File: src/rtl/distance_motor_ctrl_if.sv
// Sensor/motor bundle between the distance source and distance_motor_ctrl.
// Inputs come from the master side; the controller drives the level and motor results.
interface distance_motor_ctrl_if #(
    parameter int unsigned DIST_W = 5
);
    logic              sample_valid;
    logic [DIST_W-1:0] distance;
    logic              enable;
    logic              level_valid;
    logic [2:0]        level;
    logic [2:0]        gray_code;
    logic [3:0]        excess;
    logic [6:0]        seg;
    logic              motor_on;

    modport master (
        output sample_valid, distance, enable,
        input  level_valid, level, gray_code, excess, seg, motor_on
    );

    modport slave (
        input  sample_valid, distance, enable,
        output level_valid, level, gray_code, excess, seg, motor_on
    );
endinterface

File: src/rtl/distance_motor_ctrl.sv
// Distance quantiser with debounce, minimum-on-time motor FSM and Gray/excess-3/7-seg display.
// Define HYSTERESIS_EN to switch the RUN->OFF threshold from ON_LEVEL+1 to OFF_LEVEL.
module distance_motor_ctrl #(
    parameter int unsigned DIST_W     = 5,
    parameter int unsigned SHIFT      = 2,
    parameter int unsigned STABLE_N   = 3,
    parameter int unsigned ON_LEVEL   = 2,
    parameter int unsigned OFF_LEVEL  = 4,
    parameter int unsigned MIN_ON_CYC = 8
) (
    input  logic                  clk,
    input  logic                  rst_n,
    distance_motor_ctrl_if.slave  bus
);

    localparam int unsigned CNT_W = $clog2(STABLE_N + 1);
    localparam int unsigned TMR_W = (MIN_ON_CYC > 1) ? $clog2(MIN_ON_CYC) : 1;
`ifdef HYSTERESIS_EN
    localparam bit HYST = 1'b1;
`else
    localparam bit HYST = 1'b0;
`endif
    // Without hysteresis the motor stops as soon as the level leaves the on band.
    localparam int unsigned OFF_TH = HYST ? OFF_LEVEL : ON_LEVEL + 1;

    localparam logic [2:0]       MAX_LV   = 3'd6;
    localparam logic [2:0]       ON_LV    = 3'(ON_LEVEL);
    localparam logic [2:0]       OFF_LV   = 3'(OFF_TH);
    localparam logic [CNT_W-1:0] RUN_FULL = CNT_W'(STABLE_N);
    localparam logic [TMR_W-1:0] TMR_LOAD = TMR_W'(MIN_ON_CYC - 1);

    typedef enum logic [1:0] {ST_OFF, ST_HOLD, ST_RUN} state_e;

    logic [DIST_W-1:0] shifted;
    logic [2:0]        q;
    logic [2:0]        cand_q, cand_d;
    logic [CNT_W-1:0]  cnt_q, cnt_d;
    logic [2:0]        level_q, level_d;
    logic              level_valid_q, level_valid_d;
    state_e            state_q, state_d;
    logic [TMR_W-1:0]  timer_q, timer_d;
    logic [3:0]        excess_c;

    // Quantise the raw distance, clamped to the top level.
    always_comb begin
        shifted = bus.distance >> SHIFT;
        q       = (shifted > DIST_W'(MAX_LV)) ? MAX_LV : 3'(shifted);
    end

    // Debounce: accept a level once the updated run length reaches STABLE_N.
    always_comb begin
        cand_d        = cand_q;
        cnt_d         = cnt_q;
        level_d       = level_q;
        level_valid_d = level_valid_q;
        if (bus.sample_valid) begin
            if (q == cand_q) begin
                if (cnt_q != RUN_FULL) cnt_d = cnt_q + CNT_W'(1);
            end else begin
                cand_d = q;
                cnt_d  = CNT_W'(1);
            end
            if (cnt_d == RUN_FULL) begin
                level_d       = cand_d;
                level_valid_d = 1'b1;
            end
        end
    end

    always_ff @(posedge clk) begin
        if (!rst_n) begin
            cand_q        <= 3'd0;
            cnt_q         <= '0;
            level_q       <= 3'd0;
            level_valid_q <= 1'b0;
        end else begin
            cand_q        <= cand_d;
            cnt_q         <= cnt_d;
            level_q       <= level_d;
            level_valid_q <= level_valid_d;
        end
    end

    // Motor FSM state register.
    always_ff @(posedge clk) begin
        if (!rst_n) begin
            state_q <= ST_OFF;
            timer_q <= '0;
        end else begin
            state_q <= state_d;
            timer_q <= timer_d;
        end
    end

    // Next state; losing enable overrides everything, including an unfinished HOLD.
    always_comb begin
        state_d = state_q;
        timer_d = timer_q;
        case (state_q)
            ST_OFF: begin
                if (bus.enable && level_valid_q && (level_q <= ON_LV)) begin
                    state_d = ST_HOLD;
                    timer_d = TMR_LOAD;
                end
            end
            ST_HOLD: begin
                if (timer_q == '0) state_d = ST_RUN;
                else               timer_d = timer_q - TMR_W'(1);
            end
            ST_RUN: begin
                if (level_q >= OFF_LV) state_d = ST_OFF;
            end
            default: state_d = ST_OFF;
        endcase
        if (!bus.enable) state_d = ST_OFF;
    end

    // Outputs: motor drive from state, display codes from the accepted level.
    always_comb begin
        bus.motor_on    = (state_q != ST_OFF);
        bus.level_valid = level_valid_q;
        bus.level       = level_q;
        bus.gray_code   = 3'd0;
        bus.excess      = 4'd0;
        bus.seg         = 7'b0000000;
        excess_c        = {1'b0, level_q} + 4'd3;
        if (level_valid_q) begin
            bus.gray_code = level_q ^ (level_q >> 1);
            bus.excess    = excess_c;
            case (excess_c)
                4'd3:    bus.seg = 7'b1001111;
                4'd4:    bus.seg = 7'b1100110;
                4'd5:    bus.seg = 7'b1101101;
                4'd6:    bus.seg = 7'b1111101;
                4'd7:    bus.seg = 7'b0000111;
                4'd8:    bus.seg = 7'b1111111;
                4'd9:    bus.seg = 7'b1101111;
                default: bus.seg = 7'b0000000;
            endcase
        end
    end

endmodule

File: src/flat_wrapper.sv
// flat-port wrapper written by rule: the top's interface ports become plain ports
module distance_motor_ctrl_flat 
#(
    parameter int unsigned DIST_W     = 5,
    parameter int unsigned SHIFT      = 2,
    parameter int unsigned STABLE_N   = 3,
    parameter int unsigned ON_LEVEL   = 2,
    parameter int unsigned OFF_LEVEL  = 4,
    parameter int unsigned MIN_ON_CYC = 8
)
  (clk, rst_n, bus_sample_valid, bus_distance, bus_enable, bus_level_valid, bus_level, bus_gray_code, bus_excess, bus_seg, bus_motor_on);
  distance_motor_ctrl_if #(.DIST_W(DIST_W)) bus_i ();
  input  logic clk;
  input  logic rst_n;
  input wire logic [$bits(bus_i.sample_valid)-1:0] bus_sample_valid;
  input wire logic [$bits(bus_i.distance)-1:0] bus_distance;
  input wire logic [$bits(bus_i.enable)-1:0] bus_enable;
  output wire logic [$bits(bus_i.level_valid)-1:0] bus_level_valid;
  output wire logic [$bits(bus_i.level)-1:0] bus_level;
  output wire logic [$bits(bus_i.gray_code)-1:0] bus_gray_code;
  output wire logic [$bits(bus_i.excess)-1:0] bus_excess;
  output wire logic [$bits(bus_i.seg)-1:0] bus_seg;
  output wire logic [$bits(bus_i.motor_on)-1:0] bus_motor_on;
  assign bus_i.sample_valid = bus_sample_valid;
  assign bus_i.distance = bus_distance;
  assign bus_i.enable = bus_enable;
  assign bus_level_valid = bus_i.level_valid;
  assign bus_level = bus_i.level;
  assign bus_gray_code = bus_i.gray_code;
  assign bus_excess = bus_i.excess;
  assign bus_seg = bus_i.seg;
  assign bus_motor_on = bus_i.motor_on;
  distance_motor_ctrl #(.DIST_W(DIST_W), .SHIFT(SHIFT), .STABLE_N(STABLE_N), .ON_LEVEL(ON_LEVEL), .OFF_LEVEL(OFF_LEVEL), .MIN_ON_CYC(MIN_ON_CYC)) u_core (.clk(clk), .rst_n(rst_n), .bus(bus_i));
endmodule
File: config.mk
export PLATFORM = sky130hd
export DESIGN_NAME = distance_motor_ctrl_flat
export DESIGN_NICKNAME = d
export VERILOG_FILES = /design/src/rtl/distance_motor_ctrl_if.sv /design/src/rtl/distance_motor_ctrl.sv /design/src/flat_wrapper.sv
export SDC_FILE = /design/constraint.sdc
export NUM_CORES = 1
export LEC_CHECK = 0
export CAP_MARGIN = 20
export CORE_MARGIN = 2
export CORE_UTILIZATION = 51
export DETAILED_ROUTE_END_ITERATION = 16
export PLACE_DENSITY = 0.94
export SYNTH_ARGS = -nofsm -noshare
export SYNTH_HDL_FRONTEND = slang
export SYNTH_SLANG_ARGS = --single-unit
File: constraint.sdc
create_clock -name clk -period 6.3 [get_ports clk]
set_input_delay 1.26 -clock clk [delete_from_list [all_inputs] [get_ports clk]]
set_output_delay 1.26 -clock clk [all_outputs]
set_load 0.1 [all_outputs]
# ---- After elaboration in Yosys (flattened, before gate mapping)
# Index checks and enable logic that the tools add are counted.
dict set report totals {
  ff_bits 14
  in_bits 9
  output_inout_bits 19
  elab_cells 55
}
dict set report op_classes {
  add_sub_neg 3
  order_cmp 3
  n_eq_ne 16
  muxes 16
  bitwise_logic 1
  reduce_logical 10
}
# cell n
set ops {}
lappend ops {{one-hot mux 7 bit (7 select lines)} 1}
lappend ops {{== test 4 x 3 -> 1 bit, second input constant} 4}
lappend ops {{2-to-1 mux 3 bit} 5}
lappend ops {{2-to-1 mux 2 bit} 6}
lappend ops {{== test 4 bit, second input constant} 2}
lappend ops {{2-to-1 mux 7 bit} 1}
lappend ops {{!= test 2 x 1 -> 1 bit, second input constant} 3}
lappend ops {{one-hot mux 2 bit (3 select lines)} 1}
lappend ops {{one-hot mux 3 bit (2 select lines)} 1}
lappend ops {{AND reduction 3 bit} 2}
lappend ops {{adder 3 x 2 -> 4 bit, second input constant} 1}
lappend ops {{== test 2 bit, second input constant} 2}
lappend ops {{== test 4 x 2 -> 1 bit, second input constant} 1}
lappend ops {{2-to-1 mux 4 bit} 1}
lappend ops {{!= test 2 bit, second input constant} 2}
lappend ops {{AND reduction 2 bit} 2}
lappend ops {{nonzero test 2 bit} 2}
lappend ops {{== test 3 bit} 1}
lappend ops {{>= comparator 3 x 2 -> 1 bit, second input constant} 1}
lappend ops {{greater-than comparator 3 bit, second input constant} 1}
lappend ops {{less-or-equal comparator 3 x 2 -> 1 bit, second input constant} 1}
lappend ops {{zero test 3 bit} 1}
lappend ops {{subtractor 3 x 1 -> 3 bit, second input constant} 1}
lappend ops {{bitwise XOR 3 x 2 -> 3 bit} 1}
lappend ops {{4 further kinds} 5}

# ---- Logic depth before layout (Yosys ltp)
# Gate-level depths: netlist of the first run.
dict set report depth {
  depth_word 7
  mapped_depth 8
}

# ---- Worst setup path before layout of the first run
# Ideal clock, no wire load.
dict set report synth_path {
  path_kind {register to output}
  start {register u_core.level_q[1] (netlist: u_core.bus.level[1])}
  end {output port bus_seg[6]}
  t_arrival_ps 4509
  t_required_ps 5040
  slack_ps 531
  path_stages_with_launch 7
  cell_sequence {dfxtp_1 > inv_1 > ha_1 > a21oi_2 > clkbuf_1 > o21ai_0 > a221oi_1}
}
dict set report synth_between {
  elab_chain_cells 4
}
# item line_no
set synth_rtl {}
lappend synth_rtl {{start: declaration} distance_motor_ctrl.sv:38} ;# logic [2:0] level_q, level_d;
lappend synth_rtl {{start signal: assignment} distance_motor_ctrl.sv:79} ;# level_q <= level_d;
lappend synth_rtl {{adder 3 x 2 -> 4 bit (*)} distance_motor_ctrl.sv:126} ;# excess_c = {1'b0, level_q} + 4'd3;
lappend synth_rtl {{== test 4 bit (tied with other cells)} distance_motor_ctrl.sv:130} ;# case (excess_c)
lappend synth_rtl {{one-hot mux 7 bit (7 select lines) (*)} distance_motor_ctrl.sv:130}
lappend synth_rtl {{2-to-1 mux 7 bit (*)} distance_motor_ctrl.sv:127} ;# if (level_valid_q) begin
lappend synth_rtl {{end: declaration} flat_wrapper.sv:22} ;# output wire logic [$bits(bus_i.seg)-1:0] bus_seg;
# Every way passes the cells marked *; elsewhere a longest branch is shown, timed or not.

# ---- Final worst setup path of the first run
dict set report layout_path {
  start {register u_core.level_q[1] (netlist: u_core.bus.level[1])}
  end {output port bus_seg[1]}
}
# Same word-level chain as after synthesis.

==> impl_metrics.tcl, run 1 <==
set metrics [dict create \
    holdPathEnd "u_core.timer_q[1]" \
    synth_area_per_cell_um2 7.99 \
    synth-seq-cells 14 \
    crit_path_start "u_core.bus.level[1]" \
    synthTopCellsByArea "dfxtp_1 (26%), ha_1 (13%), nand2_1 (6.0%)" \
    slowest_delay_ns 1.16 \
    synth_most_common_cell "nand2_1" \
    dp_hpwl_um 1770 \
    cts_sinks 14 \
    clkTransAtPathRegs_ns 0.08 \
    yosysSeqAreaShare 0.262 \
    fin_nets 177 \
    diodes 0 \
    hp-class "reg2reg" \
    grt_first_pass_wirelength_um 3880 \
    synthFlopType "dfxtp_1" \
    clk_latency_ns 0.28 \
    synth_warnings 0 \
    grt_start_max_net_pins 17 \
    powerDensity_nw_per_um2 121 \
    numCtsBuffers 3 \
    n_fill_cell 180 \
    start_util 0.546 \
    die_h_um 49.8 \
    grt_usage 0.203 \
    cp_max_fo 14 \
    reg2reg_depth 6 \
    ir_drop_mv 0.158 \
    rsz0062_at_grt "no" \
    worstMarginPinSlew_ns 0.990 \
    maxSlewHeadroom 0.338 \
    p_leak_nw 0.552 \
    reg2reg_to "u_core.timer_q[0]" \
    timing.final.crit_period_ns 4.79 \
    status "completed" \
    r2r_start "u_core.bus.level[2]" \
    fin_area_um2 1350 \
    period_share 0.760 \
    hp-start "u_core.timer_q[1]" \
    fin_skew_ns 0.00378 \
    clock_path_buffers 2 \
    place_congestion 0.737 \
    root_buffer "clkbuf_4" \
    maxCapViolCount 0 \
    synth_edf_count 0 \
    dpl_cell_area_um2 1330 \
    routed_wl_um 2260 \
    fin_util 0.688 \
    cp_slowest_cell "clkdlybuf4s50_1" \
    die-area_um2 2480 \
    synth_nets 154 \
    crit_required_ns 5.04 \
    setup_tns_ns 0 \
    ant_nets 0 \
    synth_top_area_share 0.262 \
    grt_pass1_vias 916 \
    drc 0 \
    max_freq_mhz 209 \
    arrival_ns 3.53 \
    dr.pass1.iters 4 \
    cts_setup_buffers 0 \
    cts_tree "done" \
    vias_per_cell 5.42 \
    setup_slack_ns 1.51 \
    cp.buffers_inverters 2 \
    syn_area_um2 1070 \
    rows 16 \
    synthDistinctLibCells 37 \
    critPathTopFamily "buffers and inverters" \
    grt-ovfl-total 0 \
    port_buffers 25 \
    coreArea_um2 1960 \
    worstHoldPathCells 1 \
    cts_resized 0 \
    die_w_um 49.8 \
    yosys.area.top_type "dfxtp_1" \
    drive_gt1_frac 0.0387 \
    critPathCaptureType "primary output" \
    finalSetupViolations 0 \
    dp_slack_ns 1.83 \
    h-tree-depth 1 \
    avgRoutedWirePerCell_um 12.4 \
    vias 986 \
    synthCells 134 \
    syn2layout_area_growth_pct 26.1 \
    r2r_slack_ns 4.57 \
    ios 28 \
    critPathLaunchType "register" \
    async_reset_ff_frac 0 \
    hold_viol 0 \
    ys_top_cells_by_count "nand2_1 (17), dfxtp_1 (14), ha_1 (11), o21ai_0 (9)" \
    postCtsHoldBufs 0 \
    path_cells "inv_1 -> ha_1 -> a21oi_2 -> xnor2_1 -> a221o_1 -> a21oi_1 -> clkdlybuf4s50_1" \
    antenna_found_initial 0 \
    drt-initial-drc-count 11 \
    drv_slew 0 \
    path_class "reg2out" \
]
[layer usage]
metal | wire, um | part of all wire | up-vias | track usage
met1 | 926 | 0.41 | 441 | 0.214
li1 | - | - | 510 | -
met4 | 36 | 0.016 | 0 | 0.106
met5 | 0 | 0 | - | 0
met3 | 92 | 0.041 | 4 | 0.0303
met2 | 1210 | 0.53 | 31 | 0.382
[cells by family after synthesis]
| group | after synthesis | synth area share |
|---|---|---|
| xor gates and xnor gates | 4 | 0.0327 |
| muxes | 6 | 0.0561 |
| DFF | 14 | 0.262 |
| buffers and inverters | 15 | 0.0537 |
| and+or+nand+nor | 53 | 0.256 |
| AOI/OAI and AO/OA | 31 | 0.211 |
| adders and majority gates | 11 | 0.129 |
[cell usage in the layout (no fill, tap or decap), types with 5 or more instances in the layout]
cell              n
clkdlybuf4s50_1  25
nand2_1          17
dfxtp_1          14
ha_1             11
o21ai_0           9
inv_1             8
nor2b_1           8
mux2i_1           6
and2_1            5
nor2_1            5
a21oi_1           5
nor3_1            5
[worst reg2reg max path, stage by stage, from the launching register on]
cell      delay (ns)
dfxtp_1         0.64
inv_1           0.17
ha_1            0.22
a21oi_1         0.14
or3_1           0.14
nand2b_1        0.09
o211a_1         0.22
[area by class of cell]
cell class | count | area, um^2 | area share
clock buffers | 3 | 22.5 | 0.0167
repair buffers | 25 | 250 | 0.185
flip-flops and latches | 14 | 280 | 0.208
well taps | 27 | 33.8 | 0.0250
multi-input cells | 105 | 733 | 0.543
inverters | 8 | 30.0 | 0.0222
[power breakdown]
| group | switching [mW] | internal [mW] |
|---|---|---|
| sequential | 0.00198 | 0.0904 |
| clock | 0.0287 | 0.0222 |
| combinational | 0.0109 | 0.00900 |
| total | 0.0415 | 0.122 |
[stage by stage]
| step | instances | power [mW] | hold slack [ns] |
|---|---|---|---|
| after floorplan | 134 | 0.107 | 0.472 |
| after global placement | 179 | 0.113 | 0.486 |
| after detailed placement | 179 | 0.114 | 0.489 |
| after CTS | 182 | 0.164 | 0.508 |
| after global routing | 182 | 0.170 | 0.545 |
| final | 182 | 0.163 | 0.504 |
[worst max-delay path by stage]
stage	endpoint	slack, ns	cells past startpoint
floorplan	bus_seg[6]	0.53	6
global placement	bus_seg[0]	1.92	7
detailed placement	bus_seg[1]	1.83	7
CTS	bus_seg[1]	1.52	7
global route	bus_seg[1]	1.32	7
finish	bus_seg[1]	1.51	7
[state kept, by name, summed over array words and instances (netlist names)]
register                flops
u_core.state_q              2
u_core.cnt_q                2
u_core.bus.level_valid      1
u_core.timer_q              3
u_core.cand_q               3
u_core.bus.level            3
Power figures use the tool's default switching activity.
==> run 2, diff against run 1 <==
- CORE_UTILIZATION: 51 -> 43
- PLACE_DENSITY: 0.94 -> 0.86
- clock period: 6.3 -> 4.2 ns (I/O delays scaled with it)
==> impl_metrics.tcl, run 2 (same netlist as run 1, synthesis figures left out) <==
set metrics [dict create \
    finalSetupViolations 0 \
    status "completed" \
    rows 18 \
    hp-class "reg2reg" \
    cp.buffers_inverters 2 \
    arrival_ns 2.70 \
    vias 1026 \
    vias_per_cell 5.55 \
    port_buffers 25 \
    critPathLaunchType "register" \
    crit_required_ns 3.36 \
    drt-initial-drc-count 9 \
    clkTransAtPathRegs_ns 0.08 \
    ir_drop_mv 0.188 \
    max_freq_mhz 283 \
    maxSlewHeadroom 0.357 \
    root_buffer "clkbuf_4" \
    die-area_um2 2910 \
    fin_nets 177 \
    critPathTopFamily "compound AO/OA/AOI/OAI gates" \
    layout_commonest_cell "nand2_1" \
    path_class "reg2out" \
    cts_setup_buffers 0 \
    hold_viol 0 \
    hp-start "u_core.timer_q[1]" \
    cp_slowest_cell "dfxtp_1" \
    coreArea_um2 2410 \
    start_util 0.444 \
    p_total_mw 0.244 \
    rsz0062_at_grt "no" \
    cts_sinks 14 \
    maxCapViolCount 0 \
    ant_nets 0 \
    timing.final.crit_period_ns 3.54 \
    cp_max_fo 14 \
    postCtsHoldBufs 0 \
    critPathCaptureType "primary output" \
    die_w_um 53.9 \
    drc 0 \
    drive_gt1_frac 0.116 \
    clk_latency_ns 0.28 \
    period_share 0.842 \
    routed_wl_um 2240 \
    grt_first_pass_wirelength_um 3520 \
    grt_start_max_net_pins 17 \
    r2r_start "u_core.bus.level[2]" \
    p_leak_nw 0.580 \
    worstMarginPinSlew_ns 0.961 \
    crit_path_start "u_core.bus.level[1]" \
    fin_skew_ns 0.00604 \
    diodes 0 \
    grt-ovfl-total 0 \
    cts_resized 0 \
    numCtsBuffers 3 \
    grt_usage 0.166 \
    path_cells "inv_1 -> ha_1 -> a21oi_2 -> xnor2_1 -> a221o_1 -> o21ai_1 -> buf_4" \
    clock_path_buffers 2 \
    h-tree-depth 1 \
    place_congestion 0.789 \
    dr.pass1.iters 4 \
    avgRoutedWirePerCell_um 12.1 \
    drv_slew 0 \
    worst_hold_slack_ns 0.521 \
    syn2layout_area_growth_pct 24.4 \
    die_h_um 53.9 \
    dp_hpwl_um 1710 \
    final_cell_mix "nand2_1 (17), clkdlybuf4s50_1 (14), dfxtp_1 (14)" \
    powerDensity_nw_per_um2 183 \
    grt_pass1_vias 872 \
    cts_tree "done" \
    slowest_delay_ns 0.49 \
    antenna_found_initial 0 \
    ios 28 \
    setup_tns_ns 0 \
]
[run 2: cell types whose count changed in the layout (fill, tap and decap cells not counted), sizes merged]
cell	before	now
clkdlybuf4s50	25	14
buf	0	11
[run 2: cell type report]
class                           instances  area, um^2
Multi-Input combinational cell        105         739
Clock buffer                            3        22.5
Fill cell                             220        1080
Tap cell                               30        37.5
Inverter                                8        30.0
Sequential cell                        14         280
Timing Repair Buffer                   25         223
[run 2: final timing paths]
kind                        to  slack (ns)  cells past startpoint
max                 bus_seg[0]        0.66                      7
min reg2reg  u_core.timer_q[1]        0.52                      1
min          u_core.timer_q[1]        0.52                      1
max reg2reg  u_core.timer_q[1]        2.48                      6
[run 2: per-layer routing]
layer	GRT usage	vias to the layer above	share of wire
li1	-	513	-
met2	0.335	25	0.54
met5	0	-	0
met3	0.0333	3	0.047
met1	0.163	485	0.41
met4	0.0513	0	0.0089
[run 2: worst register-to-register path, cell delays in order, from the launching register on]
cell,delay [ns]
dfxtp_1,0.65
inv_1,0.16
ha_1,0.21
a21oi_1,0.14
or3_1,0.15
nand2b_1,0.09
o211a_1,0.21
[run 2: stage by stage]
stage               utilization  cells  area [um^2]  setup slack (ns)
global placement          0.544    182         1310              1.01
CTS                       0.553    185         1330             0.639
finish                    0.553    185         1330             0.662
global route              0.553    185         1330             0.442
detailed placement        0.544    182         1310             0.957
floorplan                     -    134         1080            -0.478
[run 2: power by group]
| part | leakage [nW] | internal, mW | total (mW) | switching (mW) |
|---|---|---|---|---|
| Combinational | 0.452 | 0.0134 | 0.0301 | 0.0167 |
| Sequential | 0.114 | 0.136 | 0.139 | 0.00311 |
| Clock | 0.0138 | 0.0333 | 0.0754 | 0.0421 |
==> run 3, diff against run 2 <==
- clock period: 4.2 -> 3.05 ns (I/O delays scaled with it)
==> impl_metrics.tcl, run 3 (same netlist as run 1, synthesis figures left out) <==
set metrics [dict create \
    routed_wl_um 2300 \
    coreArea_um2 2410 \
    die-area_um2 2910 \
    r2r_start "u_core.timer_q[0]" \
    dpl_cell_area_um2 1480 \
    period_share 0.952 \
    cp_slowest_cell "dfxtp_4" \
    grt_usage 0.181 \
    max_freq_mhz 344 \
    crit_required_ns 2.44 \
    ir_drop_mv 0.269 \
    grt_first_pass_wirelength_um 3840 \
    place_congestion 0.793 \
    fin_skew_ns 0.00353 \
    maxSlewHeadroom 0.664 \
    finalSetupViolations 0 \
    cp_max_fo 9 \
    dp_hpwl_um 1870 \
    rows 18 \
    drive_gt1_frac 0.277 \
    p_leak_nw 0.626 \
    start_util 0.444 \
    layout.cells.non_filler 189 \
    hp-class "reg2reg" \
    powerDensity_nw_per_um2 225 \
    crit_path_start "u_core.bus.level[1]" \
    timing.final.crit_period_ns 2.90 \
    clkTransAtPathRegs_ns 0.08 \
    path_common_cell "buf_4" \
    root_buffer "clkbuf_4" \
    critPathLaunchType "register" \
    clock_path_buffers 2 \
    path_cells "inv_2 -> ha_1 -> a21oi_2 -> buf_4 -> or2_2 -> o211ai_1 -> o21ai_0 -> buf_4 -> o21ai_4 -> buf_12" \
    vias_per_cell 5.35 \
    hold_viol 0 \
    grt_pass1_vias 950 \
    path_class "reg2out" \
    fin_nets 180 \
    antenna_found_initial 0 \
    diodes 0 \
    avgRoutedWirePerCell_um 12.2 \
    layout_commonest_cell "nand2_1" \
    p_sw_mw 0.0835 \
    slowest_delay_ns 0.38 \
    p_seq_frac 0.558 \
    rsz0062_at_grt "yes" \
    port_buffers 25 \
    pwr-share-comb 0.125 \
    final_cell_mix "nand2_1 (17), buf_4 (15), dfxtp_1 (11)" \
    fin_area_um2 1500 \
    dp.cells 185 \
    sw_frac_of_total 0.246 \
    arrival_ns 2.29 \
    syn2layout_area_growth_pct 40.4 \
    maxCapViolCount 0 \
    drt-initial-drc-count 9 \
    grt-ovfl-total 0 \
    drc 0 \
    die_w_um 53.9 \
    ios 28 \
    critPathCaptureType "primary output" \
    dr.pass1.iters 4 \
    ant_nets 0 \
    die_h_um 53.9 \
    worstMarginPinSlew_ns 0.503 \
    status "completed" \
    h-tree-depth 1 \
    drv_slew 0 \
    p_int_mw 0.256 \
    grt_start_max_net_pins 17 \
    p_clk_frac 0.317 \
    cts_tree "done" \
    postCtsHoldBufs 0 \
    hp-start "u_core.cnt_q[0]" \
    clk_latency_ns 0.28 \
    vias 1012 \
    numCtsBuffers 3 \
    cts_sinks 14 \
]
==> run 3: cell count changes in the layout (fill, tap and decap cells not counted), moves of 3 or more <==
cell | before | now
dfxtp_1 | 14 | 11
buf_12 | 0 | 7
clkdlybuf4s50_1 | 14 | 6
nor2b_1 | 8 | 5
nor2b_2 | 0 | 3
buf_4 | 11 | 15
==> run 3: metal layers <==
layer	global-route usage	part of all wire	vias to the layer above	routed length [um]
met2	0.370	0.57	19	1320
met4	0.0513	0.011	0	25
met3	0.0250	0.031	2	72
met1	0.184	0.38	472	881
li1	-	-	519	-
met5	0	0	-	0
==> run 3: path summary, 6_finish.rpt <==
path | end | slack [ns] | depth (start not counted)
setup / recovery | bus_seg[0] | 0.15 | 10
hold reg to reg | u_core.cnt_q[0] | 0.51 | 2
setup reg to reg | u_core.timer_q[2] | 1.43 | 7
hold / removal | u_core.cnt_q[0] | 0.51 | 2
==> run 3: what timing repair did <==
action	4_1_cts	5_1_grt
buffers inserted	0	0
endpoints found under the setup margin	0	5
resized for setup	0	3
==> run 3: power by group through the flow <==
stage	clock network [mW]	registers [mW]	logic, mW
2_1_floorplan	0	0.194	0.0268
3_3_place_gp	0	0.193	0.0412
3_5_place_dp	0	0.193	0.0429
6_report	0.107	0.189	0.0425
4_1_cts	0.111	0.189	0.0429
5_1_grt	0.123	0.190	0.0466
==> run 3: area by class of cell <==
| class | count | area [um^2] |
|---|---|---|
| Fill cell | 213 | 906 |
| Multi-Input combinational cell | 105 | 805 |
| Timing Repair Buffer | 28 | 313 |
| Sequential cell | 14 | 289 |
| Tap cell | 30 | 37.5 |
| Inverter | 8 | 33.8 |
| Clock buffer | 4 | 26.3 |
==> run 3: worst max-delay path: cells and delay by family, from the launching register on <==
kind	cells	cell delay, ns
flops	1	0.38
buf+inv	4	0.62
simple gates	1	0.33
compound gates	4	0.51
fa+ha+maj	1	0.17
==> run 3: per-stage QoR <==
step | hold WS, ns | power (mW) | setup TNS [ns] | setup slack (ns) | utilization
6_report | 0.515 | 0.339 | 0 | 0.145 | 0.624
5_1_grt | 0.545 | 0.359 | -0.0323 | -0.0323 | 0.624
4_1_cts | 0.520 | 0.343 | 0 | 0.0325 | 0.623
3_5_place_dp | 0.502 | 0.236 | 0 | 0.348 | 0.612
3_3_place_gp | 0.483 | 0.234 | 0 | 0.405 | 0.612
2_1_floorplan | 0.472 | 0.221 | 0 | 0.0286 | -
